<file path="src/rtl/multicycle_ctrl.sv">
// ---------------------------------------------------------------------------
// multicycle_ctrl
//
// Control sequencer for a multicycle ARM datapath with a shared ALU and a
// shared instruction/data memory. Each instruction is stepped through
// Fetch / Decode / Execute / Memory / Writeback states. The block holds the
// NZCV flags, evaluates the condition field, and emits per-cycle mux selects
// and condition-gated write enables.
//
// Ports
//   clk          in   system clock, all state updates on the rising edge
//   reset        in   synchronous, active-high
//   Cond[3:0]    in   Instr[31:28]
//   Op[1:0]      in   Instr[27:26]
//   Funct[5:0]   in   Instr[25:20]: [5]=I, [4:1]=cmd, [0]=S/L
//   Rd[3:0]      in   Instr[15:12]
//   ALUFlags[3:0] in  live ALU NZCV ([3]=N .. [0]=V)
//   PCWrite, IRWrite, RegWrite, MemWrite   out  write enables
//   AdrSrc, ALUSrcA                        out  1-bit selects
//   ALUSrcB, ResultSrc, ALUControl         out  2-bit selects
//   ImmSrc, RegSrc                         out  combinational from Op
//   State[3:0]   out  current state code (debug)
//
// Build option
//   MCCTRL_CMP_EN  when defined, cmd 1010 (CMP) is a subtract that only
//                  updates flags: EXECR/EXECI return straight to FETCH.
// ---------------------------------------------------------------------------
module multicycle_ctrl (
    input  logic       clk,
    input  logic       reset,
    input  logic [3:0] Cond,
    input  logic [1:0] Op,
    input  logic [5:0] Funct,
    input  logic [3:0] Rd,
    input  logic [3:0] ALUFlags,
    output logic       PCWrite,
    output logic       IRWrite,
    output logic       RegWrite,
    output logic       MemWrite,
    output logic       AdrSrc,
    output logic       ALUSrcA,
    output logic [1:0] ALUSrcB,
    output logic [1:0] ResultSrc,
    output logic [1:0] ALUControl,
    output logic [1:0] ImmSrc,
    output logic [1:0] RegSrc,
    output logic [3:0] State
);

    localparam logic [3:0] S_FETCH  = 4'd0;
    localparam logic [3:0] S_DECODE = 4'd1;
    localparam logic [3:0] S_MEMADR = 4'd2;
    localparam logic [3:0] S_MEMRD  = 4'd3;
    localparam logic [3:0] S_MEMWB  = 4'd4;
    localparam logic [3:0] S_MEMWR  = 4'd5;
    localparam logic [3:0] S_EXECR  = 4'd6;
    localparam logic [3:0] S_EXECI  = 4'd7;
    localparam logic [3:0] S_ALUWB  = 4'd8;
    localparam logic [3:0] S_BRANCH = 4'd9;

    logic [3:0] r_state;
    logic [3:0] r_flags;      // {N, Z, C, V}
    logic       r_condexr;

    logic [3:0] w_next_state;
    logic [3:0] w_dec_state;
    logic [3:0] w_cmd;
    logic       w_is_cmp;
    logic       w_condex;
    logic       w_in_exec;
    logic       w_flag_we;
    logic       w_cv_upd;
    logic       w_pcw_raw;
    logic       w_irw_raw;
    logic       w_rw_raw;
    logic       w_mw_raw;

    assign w_cmd = Funct[4:1];

`ifdef MCCTRL_CMP_EN
    assign w_is_cmp = (w_cmd == 4'b1010);
`else
    assign w_is_cmp = 1'b0;
`endif

    // -----------------------------------------------------------------------
    // Condition evaluation against the registered flags
    // -----------------------------------------------------------------------
    always_comb begin
        // NOTE: every always_comb output gets a default first so no path can
        // leave it unassigned and infer a latch.
        w_condex = 1'b0;
        case (Cond)
            4'b0000: w_condex = r_flags[2];
            4'b0001: w_condex = !r_flags[2];
            4'b0010: w_condex = r_flags[1];
            4'b0011: w_condex = !r_flags[1];
            4'b0100: w_condex = r_flags[3];
            4'b0101: w_condex = !r_flags[3];
            4'b0110: w_condex = r_flags[0];
            4'b0111: w_condex = !r_flags[0];
            4'b1000: w_condex = r_flags[1] && !r_flags[2];
            4'b1001: w_condex = !r_flags[1] || r_flags[2];
            4'b1010: w_condex = (r_flags[3] == r_flags[0]);
            4'b1011: w_condex = (r_flags[3] != r_flags[0]);
            4'b1100: w_condex = !r_flags[2] && (r_flags[3] == r_flags[0]);
            4'b1101: w_condex = r_flags[2] || (r_flags[3] != r_flags[0]);
            4'b1110: w_condex = 1'b1;
            default: w_condex = 1'b0;
        endcase
    end

    // -----------------------------------------------------------------------
    // Next-state logic
    // -----------------------------------------------------------------------
    always_comb begin
        w_next_state = S_FETCH;
        case (r_state)
            S_FETCH:  w_next_state = S_DECODE;
            S_DECODE: begin
                case (Op)
                    2'b00:   w_next_state = Funct[5] ? S_EXECI : S_EXECR;
                    2'b01:   w_next_state = S_MEMADR;
                    2'b10:   w_next_state = S_BRANCH;
                    default: w_next_state = S_FETCH;
                endcase
            end
            S_MEMADR: w_next_state = Funct[0] ? S_MEMRD : S_MEMWR;
            S_MEMRD:  w_next_state = S_MEMWB;
            S_EXECR,
            S_EXECI:  w_next_state = w_is_cmp ? S_FETCH : S_ALUWB;
            default:  w_next_state = S_FETCH;   // writeback states and illegal codes
        endcase
    end

    // -----------------------------------------------------------------------
    // Output decode. While reset is held the selects show FETCH decode and
    // all write enables are suppressed so nothing commits in a reset cycle.
    // -----------------------------------------------------------------------
    assign w_dec_state = reset ? S_FETCH : r_state;

    always_comb begin
        w_pcw_raw  = 1'b0;
        w_irw_raw  = 1'b0;
        w_rw_raw   = 1'b0;
        w_mw_raw   = 1'b0;
        AdrSrc     = 1'b0;
        ALUSrcA    = 1'b0;
        ALUSrcB    = 2'b00;
        ResultSrc  = 2'b00;
        ALUControl = 2'b00;
        case (w_dec_state)
            S_FETCH: begin
                ALUSrcA   = 1'b1;
                ALUSrcB   = 2'b10;
                ResultSrc = 2'b10;
                w_irw_raw = 1'b1;
                w_pcw_raw = 1'b1;
            end
            S_DECODE: begin
                ALUSrcA   = 1'b1;
                ALUSrcB   = 2'b10;
                ResultSrc = 2'b10;
            end
            S_MEMADR: ALUSrcB = 2'b01;
            S_MEMRD:  AdrSrc  = 1'b1;
            S_MEMWB: begin
                ResultSrc = 2'b01;
                w_rw_raw  = r_condexr;
                w_pcw_raw = r_condexr && (Rd == 4'd15);
            end
            S_MEMWR: begin
                AdrSrc   = 1'b1;
                w_mw_raw = r_condexr;
            end
            S_EXECR, S_EXECI: begin
                ALUSrcB = (w_dec_state == S_EXECI) ? 2'b01 : 2'b00;
                case (w_cmd)
                    4'b0100: ALUControl = 2'b00;
                    4'b0010: ALUControl = 2'b01;
                    4'b0000: ALUControl = 2'b10;
                    4'b1100: ALUControl = 2'b11;
                    default: ALUControl = w_is_cmp ? 2'b01 : 2'b00;
                endcase
            end
            S_ALUWB: begin
                w_rw_raw  = r_condexr;
                w_pcw_raw = r_condexr && (Rd == 4'd15);
            end
            S_BRANCH: begin
                ALUSrcB   = 2'b01;
                ResultSrc = 2'b10;
                w_pcw_raw = r_condexr;
            end
            default: ;
        endcase
    end

    assign PCWrite  = w_pcw_raw && !reset;
    assign IRWrite  = w_irw_raw && !reset;
    assign RegWrite = w_rw_raw  && !reset;
    assign MemWrite = w_mw_raw  && !reset;

    assign ImmSrc = Op;
    assign RegSrc = {(Op == 2'b01), (Op == 2'b10)};
    assign State  = r_state;

    // -----------------------------------------------------------------------
    // Flag write: on the edge leaving EXECR/EXECI for an executed S-form op.
    // C and V only carry meaning for arithmetic ops (ADD, SUB, and CMP when
    // it is enabled), so logical ops leave them untouched.
    // -----------------------------------------------------------------------
    assign w_in_exec = (r_state == S_EXECR) || (r_state == S_EXECI);
    assign w_flag_we = w_in_exec && Funct[0] && r_condexr;
    assign w_cv_upd  = (w_cmd == 4'b0100) || (w_cmd == 4'b0010) || w_is_cmp;

    always_ff @(posedge clk) begin
        // NOTE: sequential state uses non-blocking assignments so every
        // register samples pre-edge values, independent of statement order.
        if (reset) begin
            r_state   <= S_FETCH;
            r_flags   <= 4'b0000;
            r_condexr <= 1'b0;
        end else begin
            r_state <= w_next_state;
            if (r_state == S_DECODE) begin
                r_condexr <= w_condex;
            end
            if (w_flag_we) begin
                r_flags[3:2] <= ALUFlags[3:2];
                if (w_cv_upd) begin
                    r_flags[1:0] <= ALUFlags[1:0];
                end
            end
        end
    end

endmodule
</file>
<file path="config.mk">
export PLATFORM = sky130hd
export DESIGN_NAME = multicycle_ctrl
export DESIGN_NICKNAME = d
export VERILOG_FILES = /design/src/rtl/multicycle_ctrl.sv
export SDC_FILE = /design/constraint.sdc
export NUM_CORES = 1
export LEC_CHECK = 0
export ABC_AREA = 1
export CELL_PAD_IN_SITES_DETAIL_PLACEMENT = 0
export CELL_PAD_IN_SITES_GLOBAL_PLACEMENT = 2
export CORE_MARGIN = 2
export CORE_UTILIZATION = 16
export DETAILED_ROUTE_END_ITERATION = 12
export GPL_ROUTABILITY_DRIVEN = 0
export PLACE_DENSITY_LB_ADDON = 0.05
export SYNTH_ARGS = -nofsm -noshare
export SYNTH_HDL_FRONTEND = slang
export SYNTH_SLANG_ARGS = --single-unit
</file>
<file path="constraint.sdc">
create_clock -name clk -period 1.2 [get_ports clk]
set_input_delay 0.24 -clock clk [delete_from_list [all_inputs] [get_ports clk]]
set_output_delay 0.24 -clock clk [all_outputs]
set_load 0.005 [all_outputs]
</file>
==> impl_metrics.toml, run 1 <==
[outcome]
run_status = "finished, violations left"
violations = "setup timing"

[cts]
ctsHoldBuffers = 0
clk_pin_slew_ns = 0.05
htree_num_levels = 1
cts_tree = "done"
cts.sinks = 9
cts_root_buf = "clkbuf_8"
cts_buffer_depth = 2
insertion_delay_ns = 0.24
cts_buffers = 3

[power]
pwr-share-seq_pct = 26.7
pwr-share-comb_pct = 44.0
internal-power_uw = 831
pwr-share-clk_pct = 29.4
power.share.switching_pct = 31.8
p_sw_uw = 388
peakVddDrop_mv = 0.498
leakagePower_nw = 0.886
power_density_nw_per_um2 = 663

[critical_path]
cp_max_fo = 3
reg2reg_from = "State[2]"
cp_data_arrival_time_ns = 1.37
crit_slowest_cell = "dfxtp_2"
critical_path_class = "reg2out"
cp_cell_sequence = "inv_1 > nor2_2 > nand2_1 > buf_4 > o211ai_2 > buf_2"
worst-path-buf-inv = 3
crit_family = "buffers and inverters"
crit_start = "State[0]"
critPathLaunchType = "flip-flop"
end_kind = "output port"
slowest_delay_ns = 0.34
critPathRequiredTime_ns = 0.96

[flow_run]
drv_cap = 0

[layout]
final_util_pct = 38.2
n_fill_cell = 530
syn2layout_area_growth_pct = 127
drive_gt1_share_pct = 50.0
finalNetCount = 255
diodes = 0
final_cell_mix = "28 x nand2_1, 28 x buf_4, 17 x nor2_1, 17 x buf_6, 15 x inv_1"

[sta]
timing.fmax_mhz = 621
slew_headroom_pct = 75.8
rsz0062_at_grt = "yes"
min_period_ns = 1.61
setup_tns_ns = -4.35
setup_viol = 20
setup_ws_ns = -0.409
period_share_pct = 134
hold_viol_final = 0
tightest_slew_ns = 0.359
clock_skew_ns = 0.00571
slew_violations = 0

[synth]
syn_area_um2 = 812
yosys_warnings = 0
ys_ff_latch = 9
yosysSeqAreaShare_pct = 22.2
avgSynthCellArea_um2 = 5.38
synthCells = 151
yosysUniqueCellTypes = 21
synth_nets = 173

[route]
drt_iter0_drc = 22
route.detailed.drc = 0
antenna_left = 0
wl_per_cell_um = 11.3
drtPass1Iterations = 4
dr_total_vias = 1245
vias_per_cell = 4.16
wirelength_um = 3390

[die]
die_x_um = 75.2
io-pin-count = 42
rows = 25
core_um2 = 4820
fp.dieArea_um2 = 5660
initial_core_util_pct = 16.9
die_h_um = 75.2

[global_routing]
grt_pass1_vias = 1241
antenna_found_initial = 0
grt_usage_pct = 12.2
gr-total-overflow = 0
grt_pass1_wl_um = 5290
grt_max_degree = 12

[hold_path]
hold_class = "reg2reg"
hp-start = "r_condexr"

[placed_design]
dp_slack_ns = -0.890
numPortBuffers = 41
detailed_place_hpwl_um = 2620
[registers in the layout (all words and copies together) (netlist names)]
signal and flops:
State 4, r_condexr 1, r_flags 4
[synthesized netlist by cell type]
library cell / n / share of area (%)
nand3b_1: 1 / 0.92
nor2_1: 30 / 14
buf_2: 2 / 1.2
a21boi_1: 1 / 0.92
a211oi_1: 1 / 0.92
nand2_1: 39 / 18
o211ai_2: 1 / 1.5
clkinv_1: 1 / 0.46
inv_2: 5 / 2.3
dfxtp_1: 9 / 22
o21ai_1: 5 / 3.1
inv_1: 18 / 8.3
nor3_2: 1 / 1.2
a21oi_1: 9 / 5.5
o21ai_0: 2 / 1.2
nand3_1: 16 / 9.9
buf_4: 2 / 1.8
o21a_1: 2 / 1.8
nand2_2: 3 / 2.3
nor3_1: 2 / 1.2
o311ai_1: 1 / 1.1
[repair_timing]
action                     4_1_cts  5_1_grt
setup endpoints to repair       28       24
pin swaps                       16       18
buffers inserted                14        5
resized for setup              118       43
[kinds of logic after synthesis]
kind of cell | after synthesis | share of synthesized area (%)
AOI/OAI and AO/OA | 22 | 16.2
buffers and inverters | 28 | 14.2
DFF | 9 | 22.2
and+or+nand+nor | 92 | 47.5
[worst reg2reg max path, cell delays in order, from the launching register on]
cell and delay (ns):
dfxtp_4 0.36, buf_6 0.12, nor2_4 0.13, inv_4 0.06
nor2_4 0.10, inv_2 0.07, buf_6 0.11, buf_6 0.10
a211oi_2 0.13, nand2_1 0.08, nand2_1 0.05
[per-stage QoR]
step | instances | instance area [um2] | hold WS, ns | power [mW]
after floorplan | 151 | 833 | 0.309 | 0.482
after global routing | 299 | 1840 | 0.490 | 1.29
final | 299 | 1840 | 0.473 | 1.22
after CTS | 297 | 1690 | 0.469 | 1.17
after detailed placement | 281 | 1490 | 0.464 | 0.747
after global placement | 281 | 1490 | 0.462 | 0.747
[final timing paths]
kind	endpoint	slack (ns)	cells after the start
worst min register to register	r_condexr	0.47	2
worst min-delay path	r_condexr	0.47	2
worst max-delay path	PCWrite	-0.41	6
worst max register to register	r_condexr	-0.17	10
[layout make-up]
| class | instances | area [um2] | area share (%) |
|---|---|---|---|
| timing repair buffer | 81 | 716 | 38.9 |
| multi-input combinational | 114 | 708 | 38.5 |
| sequential | 9 | 190 | 10.3 |
| inverter | 24 | 97.6 | 5.30 |
| tap | 67 | 83.8 | 4.55 |
| clock buffer | 4 | 45.0 | 2.45 |
[routing by layer]
metal	track usage [%]	part of all wire, %	up-vias	wire [um]
li1	-	-	641	-
met5	0	0	-	0
met3	3.08	4.5	4	151
met4	3.51	0.68	0	23
met1	13.9	40	574	1370
met2	22.3	54	26	1850
[power groups by stage]
stage | Sequential (mW) | Combinational (mW) | Clock [mW]
CTS | 0.325 | 0.469 | 0.374
finish | 0.325 | 0.536 | 0.359
detailed placement | 0.329 | 0.418 | 0
floorplan | 0.329 | 0.153 | 0
global placement | 0.329 | 0.419 | 0
global route | 0.327 | 0.582 | 0.381
(Power assumes the default switching activity.)
==> run 2: changes to the inputs <==
--- a/config.mk
+++ b/config.mk
@@ -12,7 +12,7 @@
 export CORE_UTILIZATION = 16
 export DETAILED_ROUTE_END_ITERATION = 12
 export GPL_ROUTABILITY_DRIVEN = 0
-export PLACE_DENSITY_LB_ADDON = 0.05
+export PLACE_DENSITY = 0.85
 export SYNTH_ARGS = -nofsm -noshare
 export SYNTH_HDL_FRONTEND = slang
 export SYNTH_SLANG_ARGS = --single-unit
==> impl_metrics.toml, run 2 (synthesis results as in run 1) <==
[global_routing]
antenna_found_initial = 0
grt_max_degree = 11
grt_pass1_wl_um = 4640
grt_usage_pct = 10.6
gr-total-overflow = 0
grt_pass1_vias = 1091

[cts]
insertion_delay_ns = 0.23
htree_num_levels = 1
cts_buffers = 3
cts_tree = "done"
cts_root_buf = "clkbuf_8"
clk_pin_slew_ns = 0.04
cts_buffer_depth = 2
cts.sinks = 9
ctsHoldBuffers = 0

[die]
rows = 25
initial_core_util_pct = 16.9
io-pin-count = 42
fp.dieArea_um2 = 5660
core_um2 = 4820
die_h_um = 75.2
die_x_um = 75.2

[layout]
final_cells = 298
final_common_cell = "buf_4"
finalNetCount = 254
n_fill_cell = 533
drive_gt1_share_pct = 42.9
syn2layout_area_growth_pct = 117
final_util_pct = 36.5
diodes = 0
final_cell_mix = "36 x buf_4, 34 x nand2_1, 22 x nor2_1"

[critical_path]
worst-path-buf-inv = 3
slowest_delay_ns = 0.37
reg2reg_depth = 9
crit_slowest_cell = "dfxtp_2"
critPathLaunchType = "flip-flop"
critical_path_class = "reg2out"
crit_family = "flip-flops"
cp_data_arrival_time_ns = 1.33
critPathRequiredTime_ns = 0.96
cp_cell_sequence = "inv_1 > nor2_2 > nand2_1 > buf_4 > o211ai_2 > buf_2"
end_kind = "output port"
cp_max_fo = 4
path_depth = 6

[sta]
tightest_slew_ns = 0.228
timing.fmax_mhz = 639
hold_viol_final = 0
min_period_ns = 1.57
setup_viol = 17
period_share_pct = 130
clock_skew_ns = 0.00203
setup_ws_ns = -0.365
setup_tns_ns = -3.61
rsz0062_at_grt = "yes"
slew_violations = 0
slew_headroom_pct = 84.8

[power]
power_density_nw_per_um2 = 657
finalPower_mw = 1.16
leakagePower_nw = 0.937
peakVddDrop_mv = 0.419

[route]
drtPass1Iterations = 4
route.detailed.drc = 0
wl_per_cell_um = 9.81
dr_total_vias = 1166
antenna_left = 0
wirelength_um = 2920
vias_per_cell = 3.91
drt_iter0_drc = 44

[placed_design]
placedCellCount = 286
numPortBuffers = 41
detailed_place_hpwl_um = 2260

[hold_path]
holdPathStages = 2
hold_class = "reg2reg"

[outcome]
violations = "setup timing"
run_status = "finished, violations left"

[flow_run]
drv_cap = 0
## run 2: final timing paths
path	startpoint	to	slack [ns]
setup / recovery	State[0]	PCWrite	-0.37
setup reg to reg	State[2]	r_flags[0]	-0.17
hold / removal	r_condexr	r_condexr	0.47
hold reg to reg	r_condexr	r_condexr	0.47
## run 2: worst reg2reg max path, stage by stage (launching register included)
cell	delay, ns
dfxtp_2	0.32
inv_2	0.05
nor2_4	0.11
buf_4	0.11
buf_6	0.11
nand2_4	0.05
nor3_4	0.21
nand2_2	0.11
o21ai_2	0.14
a21oi_1	0.05
## run 2: cell type report
class | instances | area (um2) | share of cell area, %
multi-input combinational | 114 | 676 | 38.4
timing repair buffer | 80 | 671 | 38.1
clock inverter | 1 | 5.00 | 0.284
tap | 67 | 83.8 | 4.77
sequential | 9 | 190 | 10.8
clock buffer | 3 | 41.3 | 2.35
inverter | 24 | 92.6 | 5.26
## run 2: stage by stage
step	hold slack, ns	area [um2]	setup WS, ns
5_1_grt	0.507	1760	-0.424
3_5_place_dp	0.467	1530	-0.886
2_1_floorplan	0.309	833	0.0159
3_3_place_gp	0.456	1530	-0.883
6_report	0.472	1760	-0.365
4_1_cts	0.479	1640	-0.342
## run 2: repair_timing
item / CTS / global route
endpoints found under the setup margin: 28 / 21
gates resized for setup: 91 / 32
pin swaps: 11 / 6
setup buffers: 8 / 2
## run 2: power breakdown
group | total (mW) | internal (mW) | switching (mW)
clock | 0.345 | 0.226 | 0.119
sequential | 0.326 | 0.312 | 0.0147
combinational | 0.484 | 0.265 | 0.220
## run 2: per-layer routing
layer  vias up  global-route usage, %  share of wire [%]
met5         -                      0                  0
met4         0                   3.51                1.1
met3         4                   1.74                3.4
met2        27                   17.4                 49
met1       494                   14.0                 46
li1        641                      -                  -
==> run 3: changes to the inputs <==
--- a/config.mk
+++ b/config.mk
@@ -5,11 +5,11 @@
 export SDC_FILE = /design/constraint.sdc
 export NUM_CORES = 1
 export LEC_CHECK = 0
-export ABC_AREA = 1
 export CELL_PAD_IN_SITES_DETAIL_PLACEMENT = 0
 export CELL_PAD_IN_SITES_GLOBAL_PLACEMENT = 2
 export CORE_MARGIN = 2
-export CORE_UTILIZATION = 16
+export CORE_UTILIZATION = 19
+export CTS_CLUSTER_DIAMETER = 120
 export DETAILED_ROUTE_END_ITERATION = 12
 export GPL_ROUTABILITY_DRIVEN = 0
 export PLACE_DENSITY = 0.85
==> impl_metrics.toml, run 3 <==
[outcome]
run_status = "finished, violations left"
violations = "setup timing"

[route]
drtPass1Iterations = 4
antenna_left = 0
vias_per_cell = 4.56
route.detailed.drc = 0
dr_total_vias = 1148
drt_iter0_drc = 25
wl_per_cell_um = 12.7
wirelength_um = 3190

[synth]
syn_area_um2 = 880
synth_top_area_share_pct = 20.5
synth_adder_area_share_pct = 0
yosysUniqueCellTypes = 43
synth_area_leaders = "dfxtp_1 20%, mux2i_1 6.8%, nor2_1 6.0%"
synth_ff_type = "dfxtp_1"
synth-xor-area-share_pct = 5.97
async_flop_share_pct = 0
synthCells = 114
yosys_warnings = 0
synth_top_family_by_area = "simple AND/OR/NAND/NOR gates"
ys_ff_latch = 9
synth_compound_area_share_pct = 18.6
synth_most_common_cell = "nor2_1"
synth_common_cells = "14 x nor2_1, 9 x dfxtp_1, 7 x a21oi_1, 6 x mux2i_1, 6 x xnor2_1"
yosysSeqAreaShare_pct = 20.5
synth_mux_area_share_pct = 6.83
avgSynthCellArea_um2 = 7.72
yosysTopAreaCell = "dfxtp_1"
synth-edff-count = 0
yosys.area_share.simple_pct = 39.5
synth_nets = 136

[die]
io-pin-count = 42
initial_core_util_pct = 19.9
die_x_um = 72.0
core_um2 = 4410
fp.dieArea_um2 = 5190
rows = 24
die_h_um = 72.0

[power]
finalPower_mw = 1.24
peakVddDrop_mv = 0.422
power_density_nw_per_um2 = 642
leakagePower_nw = 0.852

[placed_design]
numPortBuffers = 41
dp_slack_ns = -0.825
dpl_cell_area_um2 = 1580
placedCellCount = 229
detailed_place_hpwl_um = 2170

[critical_path]
crit_family = "simple AND/OR/NAND/NOR gates"
crit_slowest_cell = "dfxtp_4"
cp_max_fo = 5
reg2reg_slack_ns = -0.37
worst-path-buf-inv = 2
end_kind = "flip-flop"
crit_top_cell = "buf_6"
cp_data_arrival_time_ns = 1.69
critical_path_class = "reg2reg"
slowest_delay_ns = 0.38
critPathLaunchType = "flip-flop"
critPathRequiredTime_ns = 1.32
cp_cell_sequence = "buf_6 > nor2b_4 > buf_6 > nand4_4 > nor4_4 > mux2i_1 > nor2_1"

[sta]
period_share_pct = 131
setup_viol = 19
rsz0062_at_grt = "yes"
slew_violations = 0
hold_viol_final = 0
slew_headroom_pct = 79.3
min_period_ns = 1.57
clock_skew_ns = 0.000181
setup_ws_ns = -0.367
timing.fmax_mhz = 638
whs_ns = 0.514
tightest_slew_ns = 0.310

[global_routing]
grt_pass1_vias = 1165
grt_max_degree = 11
antenna_found_initial = 0
gr-total-overflow = 0
grt_pass1_wl_um = 5090
grt_usage_pct = 12.1

[layout]
final_common_cell = "buf_4"
drive_gt1_share_pct = 54.0
syn2layout_area_growth_pct = 119
finalNetCount = 223
final_cells = 252
diodes = 0
fin_area_um2 = 1930
final_cell_mix = "35 x buf_4, 18 x buf_6, 17 x clkdlybuf4s50_1"

[flow_run]
drv_cap = 0

[cts]
cts_tree = "done"
cts_root_buf = "clkbuf_8"
cts_buffer_depth = 2
cts.sinks = 9
clk_pin_slew_ns = 0.04
cts_buffers = 3
insertion_delay_ns = 0.23
htree_num_levels = 1

[hold_path]
hold_class = "in2reg"
run 3: cell count changes after synthesis, sizes merged, moves of 4 or more:
cell / before / now
xnor2: 0 / 6
nand2: 42 / 4
buf: 4 / 8
nand2b: 0 / 6
mux2i: 0 / 6
nor2b: 0 / 4
nor4: 0 / 4
nor2: 30 / 14
nand3: 16 / 3
inv: 23 / 3
run 3: final cells by class:
type,instances,area [um2]
tap,52,65.1
fill,437,2490
inverter,3,11.3
timing repair buffer,93,806
clock buffer,4,45.0
sequential,9,200
multi-input combinational,91,798
run 3: worst reg2reg max path: stages (launching register included):
cell	delay, ns
dfxtp_4	0.38
buf_6	0.12
nor2b_4	0.19
buf_6	0.12
nand4_4	0.09
nor4_4	0.29
mux2i_1	0.22
nor2_1	0.05
run 3: final timing paths:
path                    from          to  cells past startpoint
setup reg to reg    State[2]  r_flags[1]                      7
hold / removal         Op[0]    State[2]                      4
hold reg to reg   r_flags[0]  r_flags[0]                      2
setup / recovery    State[2]  r_flags[1]                      7
run 3: per-layer routing:
| layer | part of all wire (%) | global-route usage, % | up-vias |
|---|---|---|---|
| met5 | 0 | 0 | - |
| li1 | - | - | 586 |
| met1 | 43 | 14.0 | 528 |
| met3 | 4.8 | 3.75 | 4 |
| met2 | 51 | 21.7 | 30 |
| met4 | 0.91 | 2.94 | 0 |
run 3: timing repair:
action / CTS / global route
hold buffers: 0 / 0
buffers inserted: 17 / 5
gates resized for setup: 105 / 20
setup endpoints to repair: 29 / 24
pin swaps: 23 / 12
run 3: cells by family after synthesis:
group	Yosys count
AND/OR/NAND/NOR	55
flip-flops	9
XOR/XNOR	6
multiplexers	6
buffers and inverters	14
AO/OA/AOI/OAI	24
run 3: stage by stage:
stage	TNS [ns]	utilization, %
after floorplan	-0.567	-
after global placement	-13.85	35.7
after detailed placement	-14.26	35.7
after CTS	-5.33	41.6
after global routing	-6.44	43.6
final	-5.06	43.6
run 3: power breakdown:
group | internal (mW) | total (mW) | switching (mW) | leakage (nW)
registers | 0.308 | 0.329 | 0.0205 | 0.0773
logic | 0.344 | 0.564 | 0.220 | 0.752
clock network | 0.231 | 0.344 | 0.113 | 0.0228
total | 0.883 | 1.24 | 0.354 | 0.852
